**src/rtl/mem_interconnect_pkg.sv**
```systemverilog
// Shared types and constants for the memory-bus interconnect.
package mem_interconnect_pkg;

  typedef enum logic [1:0] {
    IDLE   = 2'd0,
    ACTIVE = 2'd1,
    RESP   = 2'd2
  } state_t;

  localparam logic [31:0] DEFAULT_ERR_RDATA = 32'hDEADBEEF;
  localparam int          ERR_COUNT_W       = 8;

  // Width of a slave index; a single-slave bus still needs one bit.
  function automatic int idx_width(input int num_slaves);
    return (num_slaves > 1) ? $clog2(num_slaves) : 1;
  endfunction

  // Width of the per-transaction timer, never narrower than one bit.
  function automatic int timer_width(input int timeout);
    int w;
    w = $clog2(timeout + 1);
    return (w < 1) ? 1 : w;
  endfunction

endpackage

```
**src/rtl/bus_addr_decode.sv**
```systemverilog
// Table-driven address decoder: base/mask compare per slave, lowest index wins.
module bus_addr_decode
  import mem_interconnect_pkg::*;
#(
  parameter int                       NUM_SLAVES = 4,
  parameter logic [NUM_SLAVES*32-1:0] SLAVE_BASE = '0,
  parameter logic [NUM_SLAVES*32-1:0] SLAVE_MASK = '0
) (
  input  logic [31:0]                        addr,
  output logic                               hit,
  output logic [idx_width(NUM_SLAVES)-1:0]   idx
);

  localparam int IDX_W = idx_width(NUM_SLAVES);

  // Scan from the highest index down so the lowest matching slave is the last writer.
  always_comb begin
    hit = 1'b0;
    idx = '0;
    for (int i = NUM_SLAVES - 1; i >= 0; i--) begin
      if ((addr & SLAVE_MASK[32*i +: 32]) == SLAVE_BASE[32*i +: 32]) begin
        hit = 1'b1;
        idx = IDX_W'(i);
      end
    end
  end

endmodule

```
**src/rtl/mem_interconnect.sv**
```systemverilog
// Registered memory-bus interconnect: decodes the master address onto one of
// NUM_SLAVES ports, returns registered read data, and turns unmapped or
// stalled accesses into error completions that are logged.
module mem_interconnect
  import mem_interconnect_pkg::*;
#(
  parameter int                       NUM_SLAVES = 4,
  parameter logic [NUM_SLAVES*32-1:0] SLAVE_BASE = '0,
  parameter logic [NUM_SLAVES*32-1:0] SLAVE_MASK = '0,
  parameter int                       TIMEOUT    = 1024,
  parameter logic [31:0]              ERR_RDATA  = DEFAULT_ERR_RDATA
) (
  input  logic                       clk,
  input  logic                       resetn,
  input  logic                       mem_valid,
  output logic                       mem_ready,
  input  logic [31:0]                mem_addr,
  input  logic [31:0]                mem_wdata,
  input  logic [3:0]                 mem_wstrb,
  output logic [31:0]                mem_rdata,
  output logic [NUM_SLAVES-1:0]      s_valid,
  input  logic [NUM_SLAVES-1:0]      s_ready,
  output logic [31:0]                s_addr,
  output logic [31:0]                s_wdata,
  output logic [3:0]                 s_wstrb,
  input  logic [NUM_SLAVES*32-1:0]   s_rdata,
  output logic                       bus_err,
  output logic [31:0]                err_addr,
  output logic [ERR_COUNT_W-1:0]     err_count
);

  localparam int                   IDX_W        = idx_width(NUM_SLAVES);
  localparam int                   TIMER_W      = timer_width(TIMEOUT);
  localparam bit                   TIMEOUT_EN   = (TIMEOUT != 0);
  localparam int                   TIMER_LAST   = TIMEOUT_EN ? TIMEOUT - 1 : 0;
  localparam logic [TIMER_W-1:0]   TIMER_LAST_V = TIMER_W'(TIMER_LAST);

  state_t             state;
  state_t             state_next;
  logic [IDX_W-1:0]   sel;
  logic [TIMER_W-1:0] timer;
  logic               err_flag;

  logic               dec_hit;
  logic [IDX_W-1:0]   dec_idx;
  logic               sel_ready;
  logic [31:0]        sel_rdata;
  logic               timeout_hit;

  bus_addr_decode #(
    .NUM_SLAVES (NUM_SLAVES),
    .SLAVE_BASE (SLAVE_BASE),
    .SLAVE_MASK (SLAVE_MASK)
  ) u_decode (
    .addr (mem_addr),
    .hit  (dec_hit),
    .idx  (dec_idx)
  );

  // Pick the ready and read data of the selected slave; the others are ignored.
  always_comb begin
    sel_ready = 1'b0;
    sel_rdata = '0;
    for (int i = 0; i < NUM_SLAVES; i++) begin
      if (sel == IDX_W'(i)) begin
        sel_ready = s_ready[i];
        sel_rdata = s_rdata[32*i +: 32];
      end
    end
  end

  assign timeout_hit = TIMEOUT_EN && (timer == TIMER_LAST_V);

  // State register; reset abandons any access in flight.
  always_ff @(posedge clk or negedge resetn) begin
    if (!resetn) begin
      state <= IDLE;
    end else begin
      state <= state_next;
    end
  end

  // Next-state logic: a ready on the last timer cycle still beats the timeout.
  always_comb begin
    state_next = state;
    case (state)
      IDLE: begin
        if (mem_valid) begin
          state_next = dec_hit ? ACTIVE : RESP;
        end
      end
      ACTIVE: begin
        if (sel_ready || timeout_hit) begin
          state_next = RESP;
        end
      end
      RESP: begin
        state_next = IDLE;
      end
      default: begin
        state_next = IDLE;
      end
    endcase
  end

  // Outputs decoded only from flops, so nothing from the master reaches a slave combinationally.
  always_comb begin
    s_valid   = '0;
    mem_ready = 1'b0;
    bus_err   = 1'b0;
    case (state)
      ACTIVE: begin
        for (int i = 0; i < NUM_SLAVES; i++) begin
          s_valid[i] = (sel == IDX_W'(i));
        end
      end
      RESP: begin
        mem_ready = 1'b1;
        bus_err   = err_flag;
      end
      default: begin
      end
    endcase
  end

  // Request/response datapath, timer and error log. The address is latched on
  // misses too so the RESP cycle can log it from one place.
  always_ff @(posedge clk or negedge resetn) begin
    if (!resetn) begin
      mem_rdata <= '0;
      s_addr    <= '0;
      s_wdata   <= '0;
      s_wstrb   <= '0;
      sel       <= '0;
      timer     <= '0;
      err_flag  <= 1'b0;
      err_addr  <= '0;
      err_count <= '0;
    end else begin
      case (state)
        IDLE: begin
          if (mem_valid) begin
            s_addr  <= mem_addr;
            s_wdata <= mem_wdata;
            s_wstrb <= mem_wstrb;
            timer   <= '0;
            if (dec_hit) begin
              sel      <= dec_idx;
              err_flag <= 1'b0;
            end else begin
              mem_rdata <= ERR_RDATA;
              err_flag  <= 1'b1;
            end
          end
        end
        ACTIVE: begin
          if (sel_ready) begin
            mem_rdata <= sel_rdata;
          end else if (timeout_hit) begin
            mem_rdata <= ERR_RDATA;
            err_flag  <= 1'b1;
          end else if (TIMEOUT_EN) begin
            timer <= timer + 1'b1;
          end
        end
        RESP: begin
          if (err_flag) begin
            err_addr <= s_addr;
            if (err_count != '1) begin
              err_count <= err_count + 1'b1;
            end
          end
        end
        default: begin
        end
      endcase
    end
  end

endmodule

```
**config.mk**
```make
export PLATFORM = sky130hd
export DESIGN_NAME = mem_interconnect
export DESIGN_NICKNAME = d
export VERILOG_FILES = /design/src/rtl/mem_interconnect_pkg.sv /design/src/rtl/bus_addr_decode.sv /design/src/rtl/mem_interconnect.sv
export SDC_FILE = /design/constraint.sdc
export NUM_CORES = 1
export LEC_CHECK = 0
export CORE_UTILIZATION = 30
export CTS_CLUSTER_DIAMETER = 80
export DETAILED_ROUTE_END_ITERATION = 16
export GPL_TIMING_DRIVEN = 0
export PLACE_DENSITY = 0.66
export SKIP_CTS_REPAIR_TIMING = 1
export SLEW_MARGIN = 15
export SYNTH_ARGS = -nofsm -noshare
export SYNTH_HDL_FRONTEND = slang
export SYNTH_SLANG_ARGS = --single-unit
```
**constraint.sdc**
```tcl
create_clock -name clk -period 4.8 [get_ports clk]
set_input_delay 0.72 -clock clk [delete_from_list [all_inputs] [get_ports clk]]
set_output_delay 0.72 -clock clk [all_outputs]
set_load 0.02 [all_outputs]
```
==> results of run 1 <==
## worst max-delay path by stage
stage	startpoint	end	cells past startpoint
final	state[0]$_DFFE_PN0P_	bus_err	4
after floorplan	state[0]$_DFFE_PN0P_	bus_err	3
after global placement	resetn	s_wdata[7]$_DFFE_PN0P_	1
after detailed placement	state[0]$_DFFE_PN0P_	bus_err	4
after CTS	state[0]$_DFFE_PN0P_	bus_err	4
after global routing	state[0]$_DFFE_PN0P_	bus_err	4
## power groups by stage
stage	Combinational (mW)	Sequential, mW	Clock [mW]
floorplan	0.465	2.41	0
global placement	1.97	1.95	0
detailed placement	1.99	1.95	0
CTS	1.99	1.94	1.47
global route	2.11	2.00	1.52
finish	1.96	1.94	1.43
## critical path, cell delays in order, from the launching register on
cell	delay, ns
dfrtp_1	0.43
nand3b_2	0.38
inv_1	0.26
buf_2	0.27
clkdlybuf4s50_1	0.64
## kinds of logic (layout without fill, tap and decap cells)
logic type | Yosys count | count (layout) | synth area share [%]
AND/OR/NAND/NOR | 352 | 352 | 23.9
other | 1 | 3 | 0.0619
AO/OA/AOI/OAI | 54 | 54 | 7.76
XOR/XNOR | 7 | 7 | 1.01
flip-flops | 154 | 154 | 63.6
adder cells (fa/ha/maj) | 2 | 2 | 0.413
multiplexers | 2 | 2 | 0.351
buffers and inverters | 34 | 312 | 2.91
## Yosys cell counts, types with 2 or more instances
| cell | count | area, um^2 |
|---|---|---|
| buf_2 | 8 | 40.0 |
| nand2_1 | 313 | 1170 |
| a31oi_1 | 3 | 18.8 |
| xor2_1 | 2 | 17.5 |
| buf_4 | 3 | 22.5 |
| buf_8 | 2 | 30.0 |
| and4_1 | 4 | 35.0 |
| a22o_1 | 8 | 70.1 |
| and3_1 | 5 | 31.3 |
| buf_1 | 3 | 11.3 |
| clkbuf_1 | 13 | 48.8 |
| nand4_1 | 4 | 25.0 |
| nand3_1 | 8 | 40.0 |
| ha_1 | 2 | 25.0 |
| a21oi_1 | 2 | 10.0 |
| inv_1 | 3 | 11.3 |
| nand3b_2 | 2 | 22.5 |
| o21ai_0 | 4 | 20.0 |
| dfrtp_1 | 154 | 3850 |
| o22a_1 | 24 | 210 |
| nor2_1 | 4 | 15.0 |
| xnor2_1 | 5 | 43.8 |
## layer usage
| layer | part of all wire, % | GRT usage, % | vias up |
|---|---|---|---|
| li1 | - | - | 2495 |
| met4 | 1.7 | 5.65 | 0 |
| met2 | 48 | 27.4 | 163 |
| met3 | 6.1 | 4.77 | 19 |
| met1 | 44 | 21.2 | 2452 |
| met5 | 0 | 0 | - |
## cell type report
type	instances	area [um^2]	share of cell area, %
clock inverters	13	194	2.04
flip-flops and latches	154	3850	40.5
inverters	5	23.8	0.250
plain buffers	29	153	1.60
well taps	265	332	3.48
multi-input cells	420	2040	21.4
repair buffers	247	2490	26.2
clock buffers	18	429	4.51
## sequential cells by signal, summed over array words and instances (netlist names)
signal / flops
mem_rdata: 32
timer: 11
state: 2
err_count: 8
s_wstrb: 4
err_flag: 1
err_addr: 32
s_wdata: 32
s_addr: 32
## stage by stage
| step | cell area (um^2) | std cells | setup TNS (ns) |
|---|---|---|---|
| after floorplan | 6070 | 608 | 0 |
| after global placement | 8860 | 1119 | -547.76 |
| after detailed placement | 8890 | 1120 | 0 |
| after CTS | 9520 | 1151 | 0 |
| after global routing | 9520 | 1151 | 0 |
| final | 9520 | 1151 | 0 |
==> summary.txt, run 1 <==
Layout
  • ANT cells: 0
  • Final #Nets: between 1000 and 1500
  • P&R area growth vs syn: 57.0%
  • Commonest non-fill, non-tap cell in the layout: nand2_1
  • # fillers: approximately 1900
  • Post-Route Utilization: between 40% and 50%
  • Most frequent cells in the layout: nand2_1 (313), clkdlybuf4s50_1 (245), dfrtp_1 (154)
  • Share of layout cells above drive strength 1: between 6 and 7%

Synth
  • Register area share after synthesis: 63.6%
  • Post-synth top flop: dfrtp_1
  • Ys async rst share: 100%
  • Post-synth EDFFs: 0
  • Synthesis warning total: 0
  • Synth unique cells: between 50 and 60
  • Mapped Cells: ~600
  • Average size of a mapped cell: between 10 and 15 um^2
  • FF+latch count, synth: about 150
  • Mapped Area: 6060 um^2

Die
  • Die H: 144 um
  • FP Rows: 51
  • Core Box Area: 19700 um^2
  • Top-Level Pins: 349
  • Die Footprint: between 20000 and 25000 um^2
  • Die width: 144 um
  • Starting Density: a little under a third

Placed design
  • Dpl ws: 2.06 ns
  • Port buffer count: 246
  • Placer Congestion: a little under 0.8
  • Hpwl dp: about 12000 um

STA
  • Minimum clock period: around 3.1 ns
  • Clk_skew: ~0.0093 ns
  • Max_slew headroom: between 50% and 60%
  • FMAX: about 320 MHz
  • Slew Viols, Final: 0
  • Hold Vio Cnt, Final: 0
  • Worst Slack Setup Final: between 1.5 and 2 ns
  • Final setup viols: 0
  • Tightest Pin Transition: slightly above 0.6 ns
  • Final period utilization: 64.9%
  • Unrepaired setup endpoints after global routing: no
  • Final hold slack: between 0.2 and 0.25 ns

Route
  • Vias: between 5000 and 6000
  • First DRT Iteration DRCs: ~220
  • Final ANT Viol Nets: 0
  • Pre-antenna DRT Iters: 4
  • Drt total wl: ~17000 um
  • Vias/cell: roughly 4.5
  • WL/cell: between 10 and 15 um
  • DRC errors left: 0

Clock network
  • Clock Path Buffers: 2
  • Clock sinks: about 150
  • Clock root buffer: clkbuf_16
  • H-tree levels: 4
  • Num CTS Buffers: 17
  • TritonCTS clock tree: yes
  • Worst skew pair latency: 0.42 ns
  • Clk pin slew, worst setup/hold paths: approximately 0.06 ns

Critical path
  • Critical Path RT: 4.08 ns
  • CP Capture Type: output pin
  • Critical R2R Capture: mem_rdata[19]$_DFFE_PN0P_
  • Reg2Reg Setup Slack: 3.01 ns
  • Nature of the critical path startpoint: flop
  • CP arrival: roughly 2.4 ns
  • Worst Reg-to-Reg Cells: 7
  • Critical-path maximum fanout: 10
  • Setup CP Type: flop to output pin
  • Worst r2r src: timer[0]$_DFFE_PN0P_

Power and ir drop
  • Logic pwr share: a little under two fifths
  • Int Power: between 3 and 4 mW
  • Tot Pwr: roughly 5.3 mW
  • Clock share of power: 26.9%
  • Pwr dens: 560 nW/um^2
  • Leak: approximately 4.5 nW
  • Net switching power figure: about 1.8 mW
  • Sw frac: 34.3%
  • Worst VDD drop: ~0.29 mV
  • Reg power frac: between 30% and 40%

Global routing
  • Largest net degree at the start of global routing: 83
  • First-pass GRT wire length: approximately 27000 um
  • Total gr overflow: 0
  • GRT Total Usage: between 10% and 20%
  • Vias in the first global route: about 5100
  • Initial antenna violation count: 0

Outcome
  • Status: finished, final reports clean

Worst hold path
  • Hold Crit Class: input port to async pin

Job
  • Max-Cap Viols: 0
Power figures use the tool's default switching activity.
==> run 2, diff against run 1 <==
==> constraint.sdc (replaced) <==
create_clock -name clk -period 3 [get_ports clk]
set_input_delay 0.45 -clock clk [delete_from_list [all_inputs] [get_ports clk]]
set_output_delay 0.45 -clock clk [all_outputs]
set_load 0.02 [all_outputs]
==> run 2 against run 1 <==
Critical path type unchanged. Sequential cell count did not move. First-iteration DRC count down 0.90%. Clock skew is essentially flat. Largest cell class unchanged. Count of clock-buffer cells in the layout unchanged. Routed wire length barely moved. The flow now finishes with violations (negative hold slack).
==> summary.txt, run 2 (same netlist as run 1, synthesis figures left out) <==
Placed design
  • Placed Instances: around 1100
  • Hpwl dp: roughly 12000 um
  • Port buffer count: around 250
  • Dpl ws: ~0.53 ns
  • Placer Congestion: 0.779

Critical path
  • Worst r2r src: timer[0]$_DFFE_PN0P_
  • Largest stage delay on the critical path: 0.64 ns
  • Reg2Reg Setup Slack: 1.19 ns
  • Critical path, cell by cell: nand3b_2 > inv_2 > buf_2 > clkdlybuf4s50_1
  • Critical R2R Capture: mem_rdata[19]$_DFFE_PN0P_
  • Worst Setup EP: bus_err
  • CP arrival: about 2.3 ns
  • Critical-path maximum fanout: 10
  • Critical Path RT: around 2.6 ns
  • Slowest cell on crit path: clkdlybuf4s50_1
  • Worst path depth: 4
  • CP Capture Type: output pin
  • Worst Reg-to-Reg Cells: 7
  • CP top delay family: buffers and inverters
  • Setup CP Type: flop to output pin
  • Crit path launch: state[0]$_DFFE_PN0P_
  • Buf/Inv on CP: 3
  • Nature of the critical path startpoint: flop

Route
  • Vias/cell: approximately 4.5
  • Met1 wire length: around 7600 um
  • First DRT Iteration DRCs: roughly 220
  • Pre-antenna DRT Iters: 4
  • Highest Signal Layer: met4
  • DRC errors left: 0
  • DR WL met2: a little over 8000 um
  • Met3 wire len: about 1000 um
  • Drt total wl: roughly 17000 um
  • WL/cell: approximately 15 um
  • Final ANT Viol Nets: 0
  • Vias: slightly above 5000

Power and ir drop
  • Tot Pwr: approximately 8.5 mW
  • Pwr dens: about 900 nW/um^2
  • Reg power frac: between 30% and 40%
  • Leak: approximately 4.5 nW
  • Worst VDD drop: approximately 0.46 mV
  • Logic pwr share: roughly 37%
  • Int Power: approximately 5.6 mW
  • Clock share of power: between 20 and 30%
  • Net switching power figure: ~3 mW
  • Sw frac: about 34%

Layout
  • ANT cells: 0
  • Most frequent cells in the layout: nand2_1 (313), clkdlybuf4s50_1 (245), dfrtp_1 (154)
  • Area of the multi-input gates: ~2000 um^2
  • P&R area growth vs syn: 57.0%
  • Share of layout cells above drive strength 1: 6.55%
  • Commonest non-fill, non-tap cell in the layout: nand2_1
  • # fillers: ~1900
  • Final #Nets: between 1000 and 1500
  • Seq. cell area: slightly below 4000 um^2
  • Fin cells: roughly 1200

STA
  • Tightest Pin Transition: 0.621 ns
  • Final hold slack: -0.0339 ns
  • Max_slew headroom: about 59%
  • Minimum clock period: ~2.8 ns
  • Final setup viols: 0
  • Final period utilization: between 90 and 100%
  • FMAX: around 360 MHz
  • Clk_skew: 0.00928 ns
  • Fin Setup TNS: 0 ns
  • Unrepaired setup endpoints after global routing: no
  • Hold Vio Cnt, Final: 4
  • Worst Slack Setup Final: 0.209 ns
  • Slew Viols, Final: 0

Worst hold path
  • Hold Crit Class: input port to async pin

Global routing
  • Vias in the first global route: 5082
  • GRT Total Usage: 16.8%
  • Initial antenna violation count: 0
  • Largest net degree at the start of global routing: just over 80
  • Total gr overflow: 0
  • First-pass GRT wire length: about 27000 um

Die
  • FP Rows: 51
  • Starting Density: about 31%
  • Die width: around 140 um
  • Die H: 144 um
  • Die Footprint: about 21000 um^2
  • Core Box Area: 19700 um^2
  • Top-Level Pins: around 350

Clock network
  • TritonCTS clock tree: yes
  • Clk pin slew, worst setup/hold paths: about 0.060 ns
  • H-tree levels: 4
  • Worst skew pair latency: between 0.4 and 0.5 ns
  • Num CTS Buffers: 17
  • Clock root buffer: clkbuf_16
  • Clock sinks: roughly 150
  • Clock Path Buffers: 2

Job
  • Max-Cap Viols: 0

Outcome
  • Status: complete, but fails checks
  • Violated checks: negative hold slack
==> run 2: cell counts in the layout (fill, tap and decap cells not counted) <==
Identical to the previous run, type by type.
==> run 2: final cells by class <==
type / instances / share of cell area (%)
clock inverter: 13 / 2.04
inverter: 5 / 0.250
sequential: 154 / 40.5
tap: 265 / 3.48
clock buffer: 18 / 4.51
buffer: 29 / 1.60
timing repair buffer: 247 / 26.2
multi-input combinational: 420 / 21.4
==> run 2: power groups by stage <==
stage / Sequential, mW / Combinational, mW / Clock (mW)
after floorplan: 3.85 / 0.745 / 0
after global placement: 3.12 / 3.15 / 0
after detailed placement: 3.13 / 3.18 / 0
after CTS: 3.11 / 3.18 / 2.36
after global routing: 3.19 / 3.37 / 2.44
final: 3.10 / 3.14 / 2.29
==> run 2: how the worst min path moves through the flow <==
stage,to,slack (ns)
after floorplan,err_addr[0]$_DFFE_PN0P_,0.15
after global placement,s_wdata[30]$_DFFE_PN0P_,0.46
after detailed placement,err_count[6]$_DFFE_PN0P_,0.46
after CTS,err_count[6]$_DFFE_PN0P_,0.004
after global routing,err_count[6]$_DFFE_PN0P_,0.003
final,err_count[6]$_DFFE_PN0P_,-0.03
==> run 2: layer usage <==
metal / vias up / GRT usage [%]
li1: 2495 / -
met1: 2449 / 21.2
met2: 162 / 27.4
met3: 19 / 4.77
met4: 0 / 5.65
met5: - / 0
==> run 2: metrics by stage <==
| stage | util, % | hold slack [ns] | area, um^2 |
|---|---|---|---|
| floorplan | - | 0.154 | 6070 |
| global placement | 45.1 | 0.457 | 8860 |
| detailed placement | 45.3 | 0.457 | 8890 |
| CTS | 48.4 | 0.00398 | 9520 |
| global route | 48.4 | 0.00309 | 9520 |
| finish | 48.4 | -0.0339 | 9520 |
==> run 3, diff against run 2 <==
--- a/config.mk
+++ b/config.mk
@@ -5,8 +5,10 @@
 export SDC_FILE = /design/constraint.sdc
 export NUM_CORES = 1
 export LEC_CHECK = 0
+export CORE_MARGIN = 2
 export CORE_UTILIZATION = 30
 export CTS_CLUSTER_DIAMETER = 80
+export CTS_CLUSTER_SIZE = 8
 export DETAILED_ROUTE_END_ITERATION = 16
 export GPL_TIMING_DRIVEN = 0
 export PLACE_DENSITY = 0.66
==> run 3 against run 2 <==
The flow still finishes with violations (negative hold slack). Critical endpoint unchanged. Clock skew is 0.0017 ns lower. Global-route usage is 0.34 points lower. Sequential power hardly changed. Combinational power hardly changed. Sequential share of layout area hardly changed. First-iteration DRC count is 21% lower. Hold slack better by 0.0085 ns. Final cell count hardly changed. Core utilization is 0.057 points lower.
==> summary.txt, run 3 (same netlist as run 1, synthesis figures left out) <==
Route
  • Met1 wire length: between 7000 and 8000 um
  • WL/cell: roughly 15 um
  • Vias: 5157
  • First DRT Iteration DRCs: between 150 and 200
  • Highest Signal Layer: met4
  • Vias/cell: 4.48
  • DRC errors left: 0
  • Met3 wire len: between 1000 and 1500 um
  • Drt total wl: about 17000 um
  • Pre-antenna DRT Iters: 5
  • DR WL met2: between 8000 and 9000 um
  • Final ANT Viol Nets: 0

Layout
  • P&R area growth vs syn: 56.9%
  • Most frequent cells in the layout: nand2_1 (313), clkdlybuf4s50_1 (245), dfrtp_1 (154)
  • Share of layout cells above drive strength 1: 6.65%
  • Commonest non-fill, non-tap cell in the layout: nand2_1
  • ANT cells: 0
  • # fillers: 1893
  • Final #Nets: approximately 1100
  • Post-Route Utilization: approximately 48%
  • Fin cells: 1152

Global routing
  • Total gr overflow: 0
  • Initial antenna violation count: 0
  • First-pass GRT wire length: approximately 28000 um
  • Largest net degree at the start of global routing: just over 80
  • GRT Total Usage: roughly 16%
  • Vias in the first global route: 5157

Placed design
  • Placer Congestion: 0.778
  • Placed Instances: 1120
  • Hpwl dp: between 10000 and 15000 um
  • Port buffer count: between 200 and 250

STA
  • Tightest Pin Transition: 0.621 ns
  • Slew Viols, Final: 0
  • Final period utilization: a little over nine tenths
  • Max_slew headroom: about three fifths
  • Final setup viols: 0
  • Hold Vio Cnt, Final: 10
  • Unrepaired setup endpoints after global routing: no
  • Minimum clock period: 2.82 ns
  • FMAX: between 300 and 400 MHz
  • Clk_skew: 0.00756 ns
  • Final hold slack: -0.0255 ns

Power and ir drop
  • Leak: between 4 and 5 nW
  • Tot Pwr: 8.51 mW
  • Logic pwr share: 36.9%
  • Clock share of power: between 20% and 30%
  • Int Power: approximately 5.5 mW
  • Sw frac: a little over a third
  • Reg power frac: a little over a third
  • Net switching power figure: about 3 mW
  • Pwr dens: 895 nW/um^2
  • Worst VDD drop: 0.451 mV

Job
  • Max-Cap Viols: 0

Clock network
  • Clock sinks: about 150
  • Clock root buffer: clkbuf_16
  • Num CTS Buffers: 17
  • Clk pin slew, worst setup/hold paths: approximately 0.06 ns
  • Clock Path Buffers: 2
  • Worst skew pair latency: approximately 0.43 ns
  • TritonCTS clock tree: yes
  • H-tree levels: 4

Outcome
  • Status: complete, but fails checks
  • Violated checks: negative hold slack

Worst hold path
  • Hold Crit Class: input port to async pin

Die
  • Core Box Area: between 15000 and 20000 um^2
  • Top-Level Pins: about 350
  • Die H: about 150 um
  • Starting Density: just over 30%
  • FP Rows: 51
  • Die Footprint: ~21000 um^2
  • Die width: ~150 um

Critical path
  • Critical-path maximum fanout: 10
  • Setup CP Type: flop to output pin
  • CP arrival: roughly 2.4 ns
  • Critical Path RT: 2.55 ns
  • Nature of the critical path startpoint: flop
  • CP Capture Type: output pin
-- run 3: area by class of cell --
cell class	instances	area, um^2	area share (%)
Sequential cell	154	3850	40.5
Clock buffer	17	425	4.47
Timing Repair Buffer	247	2490	26.2
Multi-Input combinational cell	420	2040	21.4
Inverter	5	23.8	0.250
Clock inverter	15	186	1.96
Tap cell	265	332	3.49
Buffer	29	153	1.61
-- run 3: critical path, stage by stage, from the launching register on --
cell and delay [ns]:
dfrtp_1 0.42, nand3b_2 0.36, inv_1 0.26, buf_2 0.27, clkdlybuf4s50_1 0.64
-- run 3: power groups by stage --
stage	Sequential [mW]	Combinational, mW	Clock, mW
floorplan	3.85	0.745	0
detailed placement	3.15	3.18	0
CTS	3.12	3.19	2.32
finish	3.11	3.14	2.26
global placement	3.12	3.15	0
global route	3.20	3.35	2.41
-- run 3: layer usage --
metal,up-vias,track usage (%)
met1,2472,20.4
met2,157,27.4
li1,2506,-
met3,22,4.81
met4,0,5.83
met5,-,0
-- run 3: path summary, 6_finish.rpt --
| path | start | endpoint | slack (ns) | cells after the start |
|---|---|---|---|---|
| setup / recovery | state[0]$_DFFE_PN0P_ | bus_err | 0.18 | 4 |
| hold / removal | resetn | err_count[6]$_DFFE_PN0P_ | -0.03 | 1 |
| setup reg to reg | timer[0]$_DFFE_PN0P_ | mem_rdata[28]$_DFFE_PN0P_ | 1.24 | 7 |
| hold reg to reg | err_addr[7]$_DFFE_PN0P_ | err_addr[7]$_DFFE_PN0P_ | 0.47 | 2 |
| max in group asynchronous | resetn | s_wdata[17]$_DFFE_PN0P_ | 2.22 | 2 |
| min in group clk | err_addr[7]$_DFFE_PN0P_ | err_addr[7]$_DFFE_PN0P_ | 0.47 | 2 |
-- run 3: stage by stage --
step | TNS (ns) | cell area [um^2] | setup slack [ns]
final | 0 | 9510 | 0.176
after global routing | 0 | 9510 | 0.0520
after CTS | 0 | 9510 | 0.113
after detailed placement | 0 | 8890 | 0.576
after global placement | -789.35 | 8860 | -5.14
after floorplan | 0 | 6070 | 1.40
==> RTL change 1 (config.mk and constraints of run 2) <==
The 3 states of `state_t` get a one-hot encoding in 3 bits.
--- a/src/rtl/mem_interconnect_pkg.sv
+++ b/src/rtl/mem_interconnect_pkg.sv
@@ -1,10 +1,10 @@
 // Shared types and constants for the memory-bus interconnect.
 package mem_interconnect_pkg;
 
-  typedef enum logic [1:0] {
-    IDLE   = 2'd0,
-    ACTIVE = 2'd1,
-    RESP   = 2'd2
+  typedef enum logic [2:0] {
+    IDLE   = 3'b001,
+    ACTIVE = 3'b010,
+    RESP   = 3'b100
   } state_t;
 
   localparam logic [31:0] DEFAULT_ERR_RDATA = 32'hDEADBEEF;
Function: same outputs for any inputs over 4 cycles, from zero or initial values and one cycle with resetn low; so few cycles prove little.
==> RTL change 1 against run 2 <==
- sequential cell count grew 1
- fmax up 0.37%
- design area up 0.46%
- wire length fell by 4.5%
- worst setup slack improved by 0.010 ns
- power increased by 6.5%
- synthesized area up 0.37%
- clock power rose by 3%
==> RTL change 1: results (changes against run 2) <==
The run finished with clean final reports. The logs give 4846 (was 5125) for the via total after detailed routing and 11.47 mm (was 12.03 mm) for the HPWL after detailed placement. Cell types with the largest area share after synthesis: dfrtp_1, nand2_1, mux2_2, o22a_1, a22o_1 (was dfrtp_1, nand2_1, o22a_1, a22o_1, clkbuf_1). The setup slack after placement came out at 0.2544 ns (was 0.5301 ns). The destination of the critical timing path was s_valid[0] (was bus_err). Root cell of the clock tree: clkbuf_16 (unchanged).

The antenna diode count came out at 0 (unchanged). The instance area at placement is 0.008907 mm2 (was 0.008895 mm2). The leakage power summed over all cells is 4.434 nW (was 4.497 nW).

For the post-synthesis sequential area ratio, the log shows 0.6378 (was 0.6358). Launch point of the critical path: state[2]$_DFFE_PN0P_ (was state[0]$_DFFE_PN0P_). Worst-case setup margin in the final layout: 0.2193 ns (was 0.2091 ns). For the total CTS buffers, the log shows 17 (unchanged). The number of warnings issued by yosys was 0 (unchanged); the post-layout net count was 1015 (was 1079). The kind of path behind the tightest hold check is primary input to asynchronous set/reset pin (unchanged).

The final weighted congestion in routability-driven placement was 0.7276 (was 0.7793); the worst-case clock skew was 0.01002 ns (was 0.009282 ns). The tools report the first-pass iteration count of the detailed router as 4 (unchanged). The distinct cell type count after synthesis was 55 (was 52). The count of input and output buffers is 245 (was 246). The initial antenna violation count was 0 (unchanged). The clock latency of the later-clocked register in the worst-skew pair was 0.42 ns (about the same); the share of flip-flops with an asynchronous set or reset after synthesis was 1.000 (unchanged). The depth of the worst register-to-register path came out at 7 (unchanged). The tools report the H-tree depth as 4 (unchanged). The first-pass GRT wire length is 25.18 mm (was 26.64 mm). The run gives 1088 (was 1151) as the final cell count without fillers.

The tools report the worst slew margin relative to its limit as 0.5674 (was 0.5861). Worst reg2reg path startpoint: timer[0]$_DFFE_PN0P_ (unchanged). The clock-pin slew on the worst setup and hold paths is 0.06 ns (about the same). The cell with the most instances after synthesis is nand2_1 (unchanged). The worst voltage drop across the vdd grid was 0.4109 mV (was 0.4577 mV); the peak per-stage delay on the critical path was 0.67 ns (was 0.64 ns). The run gives 81 (was 83) as the maximum number of pins on one net before global-route repair. Data arrives at the worst endpoint at 2.33 ns. The number of DRC markers in iteration 0 was 143 (was 219). Capture instance of the worst register-to-register path: mem_rdata[28]$_DFFE_PN0P_ (was mem_rdata[19]$_DFFE_PN0P_). The slack of the worst reg-to-reg path was 0.83 ns (was 1.19 ns); the maximum fanout along the worst path was 10 (unchanged).

The synthesized area divided by synthesized cell count works out to 11.18 um2 (was 10.00 um2). The area share of the leading cell type in the synthesized netlist was 0.6335 (was 0.6358). For the wire length reported by the detailed router, the log shows 16.35 mm (was 17.12 mm). The fraction of final layout cells with drive strength greater than 1 is 0.1191 (was 0.06546). Most numerous cell types in the synthesized netlist: nand2_1, dfrtp_1, mux2_2 (was nand2_1, dfrtp_1, o22a_1). The tools report the maximum root-to-sink buffer count as 2 (unchanged). The most used flip-flop cell after synthesis is dfrtp_1 (unchanged). The cell with the largest stage delay on the worst path was clkdlybuf4s50_1 (unchanged).

For the overall track demand over capacity in global routing, the log shows 0.1574 (was 0.1676).
RTL change 1: changes by cell type after synthesis, moves of 3 or more:
| cell | delta |
|---|---|
| mux2_2 | +34 |
| clkbuf_1 | +4 |
| or4_1 | +3 |
| nand2_1 | -99 |
| and4_1 | -3 |
RTL change 1: per-layer routing:
layer	GRT usage	up-vias	part of all wire
li1	-	2356	-
met1	0.2132	2322	0.47
met2	0.2338	149	0.45
met3	0.04371	19	0.064
met4	0.06870	0	0.017
met5	0	-	0
RTL change 1: worst min path at each step:
stage	startpoint	endpoint	slack [ns]	depth (start not counted)
2_1_floorplan	resetn	err_addr[0]$_DFFE_PN0P_	0.15	0
5_1_grt	resetn	s_addr[14]$_DFFE_PN0P_	0.05	1
3_3_place_gp	s_wdata[9]$_DFFE_PN0P_	s_wdata[9]$_DFFE_PN0P_	0.46	2
4_1_cts	resetn	s_addr[14]$_DFFE_PN0P_	0.04	1
3_5_place_dp	s_wdata[11]$_DFFE_PN0P_	s_wdata[11]$_DFFE_PN0P_	0.46	2
6_report	resetn	s_addr[14]$_DFFE_PN0P_	0.006	1
RTL change 1: metrics by stage:
step	utilization	setup TNS, ns
after global routing	0.4865	0
after global placement	0.4516	-800.73
after detailed placement	0.4532	0
after CTS	0.4864	-0.1953
after floorplan	-	0
final	0.4865	0
RTL change 1: worst max-delay path, delay by kind of cell, from the launching register on:
| kind | cells | cell delay [ns] |
|---|---|---|
| and+or+nand+nor | 1 | 0.40 |
| DFF | 1 | 0.42 |
| buffers and inverters | 4 | 1.11 |
RTL change 1: power by group:
| part | internal (W) | switching [W] | total [W] |
|---|---|---|---|
| clock network | 0.00147 | 0.000879 | 0.00235 |
| logic | 0.00166 | 0.00189 | 0.00355 |
| registers | 0.00278 | 0.000413 | 0.00319 |
RTL change 1: layout make-up:
type | instances | area [um2]
Fill cell | 1838 | 10090
Clock inverter | 12 | 185.2
Timing Repair Buffer | 246 | 2485
Clock buffer | 20 | 466.7
Tap cell | 265 | 331.6
Sequential cell | 155 | 3880
Inverter | 6 | 22.52
Multi-Input combinational cell | 355 | 2043
Buffer | 29 | 147.6
RTL change 1: logic make-up (layout without fill, tap and decap cells):
family	Yosys count	in the layout	synth area share
simple gates	250	250	0.1748
buf+inv	36	313	0.02838
fa+ha+maj	2	2	0.004113
xor+xnor	7	7	0.01008
flops	155	155	0.6378
compound gates	59	59	0.08124
mux	34	34	0.06294
other cells	1	3	0.0006164
==> RTL change 2 (config.mk and constraints of run 2) <==
Made on the original files. Set the package constant `ERR_COUNT_W` to 6 (it was 8).
--- a/src/rtl/mem_interconnect_pkg.sv
+++ b/src/rtl/mem_interconnect_pkg.sv
@@ -8,7 +8,7 @@
   } state_t;
 
   localparam logic [31:0] DEFAULT_ERR_RDATA = 32'hDEADBEEF;
-  localparam int          ERR_COUNT_W       = 8;
+  localparam int          ERR_COUNT_W       = 6;
 
   // Width of a slave index; a single-slave bus still needs one bit.
   function automatic int idx_width(input int num_slaves);
Ports: changed (resized err_count); port bits go from 349 to 347. The function was not compared with the original's and may differ.
==> RTL change 2 against run 2 <==
- synthesized cell count is 0.99% lower
- design area is 1.1% lower
- sequential cell count is 2 lower
- first-iteration DRC count is 11% lower
- critical path type unchanged
- die area is 1.7% lower
- clock skew is 0.0026 ns lower
- synthesized area is 1.7% lower
- via count is 1.8% lower
- power is 0.73% lower
- wire length is 2.3% higher
- worst setup slack better by 0.053 ns
==> RTL change 2: results (changes against run 2) <==
The run gives 0.006676 ns (was 0.009282 ns) as the worst-case clock skew. The maximum number of pins on one net before global-route repair is 101 (was 83). The fraction of final layout cells with drive strength greater than 1 is 0.06689 (was 0.06546), and the wire length reported by the detailed router is 17.53 mm (was 17.12 mm). Count of input and output buffers: 244 (was 246). For the arrival time at the worst endpoint, the log shows 2.29 ns (was 2.34 ns).

The number of fill cells came out at 1881 (was 1882). Maximum fanout along the worst path: 7 (was 10). For the first-pass GRT wire length, the log shows 27.51 mm (was 26.64 mm).

The final cell count without fillers came out at 1147 (was 1151). The number of DRC markers in iteration 0 was 195 (was 219); the post-synthesis sequential area ratio was 0.6385 (was 0.6358). The tools report the leakage power summed over all cells as 4.369 nW (was 4.497 nW).

The antenna diode count was 0 (unchanged); the worst voltage drop across the vdd grid was 0.4415 mV (was 0.4577 mV). The tools report the slack of the worst reg-to-reg path as 0.93 ns (was 1.19 ns). Slew at the pin closest to its max-slew limit: 0.5871 ns (was 0.6209 ns).

The run finished with clean final reports. Most numerous cell types in the synthesized netlist: nand2_1, dfrtp_1, o22a_1 (unchanged). For the overall track demand over capacity in global routing, the log shows 0.1782 (was 0.1676). The clock group share of total power is 0.261 (was 0.269). For the setup slack after placement, the log shows 0.1130 ns (was 0.5301 ns). The kind of path behind the tightest hold check was flip-flop to flip-flop (was primary input to asynchronous set/reset pin). Cell types with the largest area share after synthesis: dfrtp_1, nand2_1, o22a_1, a22o_1, clkbuf_1 (unchanged). The post-detailed-route via-to-cell ratio is 4.388 (was 4.453), and the HPWL after detailed placement is 12.47 mm (was 12.03 mm). The most used flip-flop cell after synthesis is dfrtp_1 (unchanged). The power density normalized to cell area is 900.0 mW/mm2 (was 896.6 mW/mm2).

The peak per-stage delay on the critical path is 0.64 ns (about the same), and the final weighted congestion in routability-driven placement is 0.7773 (was 0.7793). The run gives 0.008771 mm2 (was 0.008895 mm2) as the instance area at placement. The synthesized area divided by synthesized cell count came out at 9.928 um2 (was 10.00 um2). The shortest clock period the worst path allows after layout works out to 2.738 ns (was 2.791 ns). Switching power summed over all nets: 0.002967 W (was 0.002927 W). The tools report the distinct cell type count after synthesis as 51 (was 52).
-- RTL change 2: cell count changes after synthesis, sizes merged, moves of 2 or more --
cell and delta:
nand2 -5, and4 -4, or3 +4, clkbuf +3, nand3 -3, o211ai +3
o31ai -3, xnor2 -3, a41oi -2, and3 -2, buf -2, dfrtp -2
nor3 +2, nor4 +2
-- RTL change 2: cell type report --
class | count | area [um2] | area share
tap | 265 | 331.6 | 0.03523
buffer | 29 | 137.6 | 0.01462
multi-input combinational | 413 | 1992 | 0.2116
inverter | 7 | 31.28 | 0.003324
clock inverter | 13 | 171.4 | 0.01821
timing repair buffer | 250 | 2515 | 0.2672
sequential | 152 | 3804 | 0.4041
clock buffer | 18 | 429.2 | 0.04560
-- RTL change 2: final timing paths --
kind,from,endpoint,cells after the start
min in group asynchronous,resetn,err_count[5]$_DFFE_PN0P_,2
max reg2reg,state[0]$_DFFE_PN0P_,err_addr[15]$_DFFE_PN0P_,6
max,state[0]$_DFFE_PN0P_,bus_err,3
min reg2reg,err_addr[10]$_DFFE_PN0P_,err_addr[10]$_DFFE_PN0P_,2
min,err_addr[10]$_DFFE_PN0P_,err_addr[10]$_DFFE_PN0P_,2
max in group asynchronous,resetn,s_addr[19]$_DFFE_PN0P_,3
-- RTL change 2: routing by layer --
layer,wire (um),global-route usage,vias to the layer above
met1,7590,0.2203,2380
li1,-,-,2482
met5,0,0,-
met2,8412,0.2878,161
met3,1304,0.06606,10
met4,217,0.05490,0
-- RTL change 2: stage by stage --
| stage | hold WS (ns) | utilization |
|---|---|---|
| floorplan | 0.1544 | - |
| detailed placement | 0.3950 | 0.4507 |
| CTS | -0.05767 | 0.4815 |
| finish | 0.4699 | 0.4836 |
| global placement | 0.4566 | 0.4490 |
| global route | 0.4901 | 0.4836 |
-- RTL change 2: logic make-up (layout without fill, tap and decap cells) --
kind of cell | Yosys count | count (layout) | synth area share
other | 1 | 3 | 0.0006295
AOI/OAI and AO/OA | 55 | 55 | 0.07814
adders and majority gates | 2 | 2 | 0.004200
buffers and inverters | 37 | 317 | 0.02835
DFF | 152 | 152 | 0.6385
and+or+nand+nor | 347 | 347 | 0.2403
muxes | 3 | 3 | 0.005461
xor gates and xnor gates | 3 | 3 | 0.004412
-- RTL change 2: worst max-delay path: cells and delay by family, from the launching register on --
family / cells / cell delay [ns]
simple gates: 1 / 0.49
flops: 1 / 0.41
buf+inv: 2 / 0.98
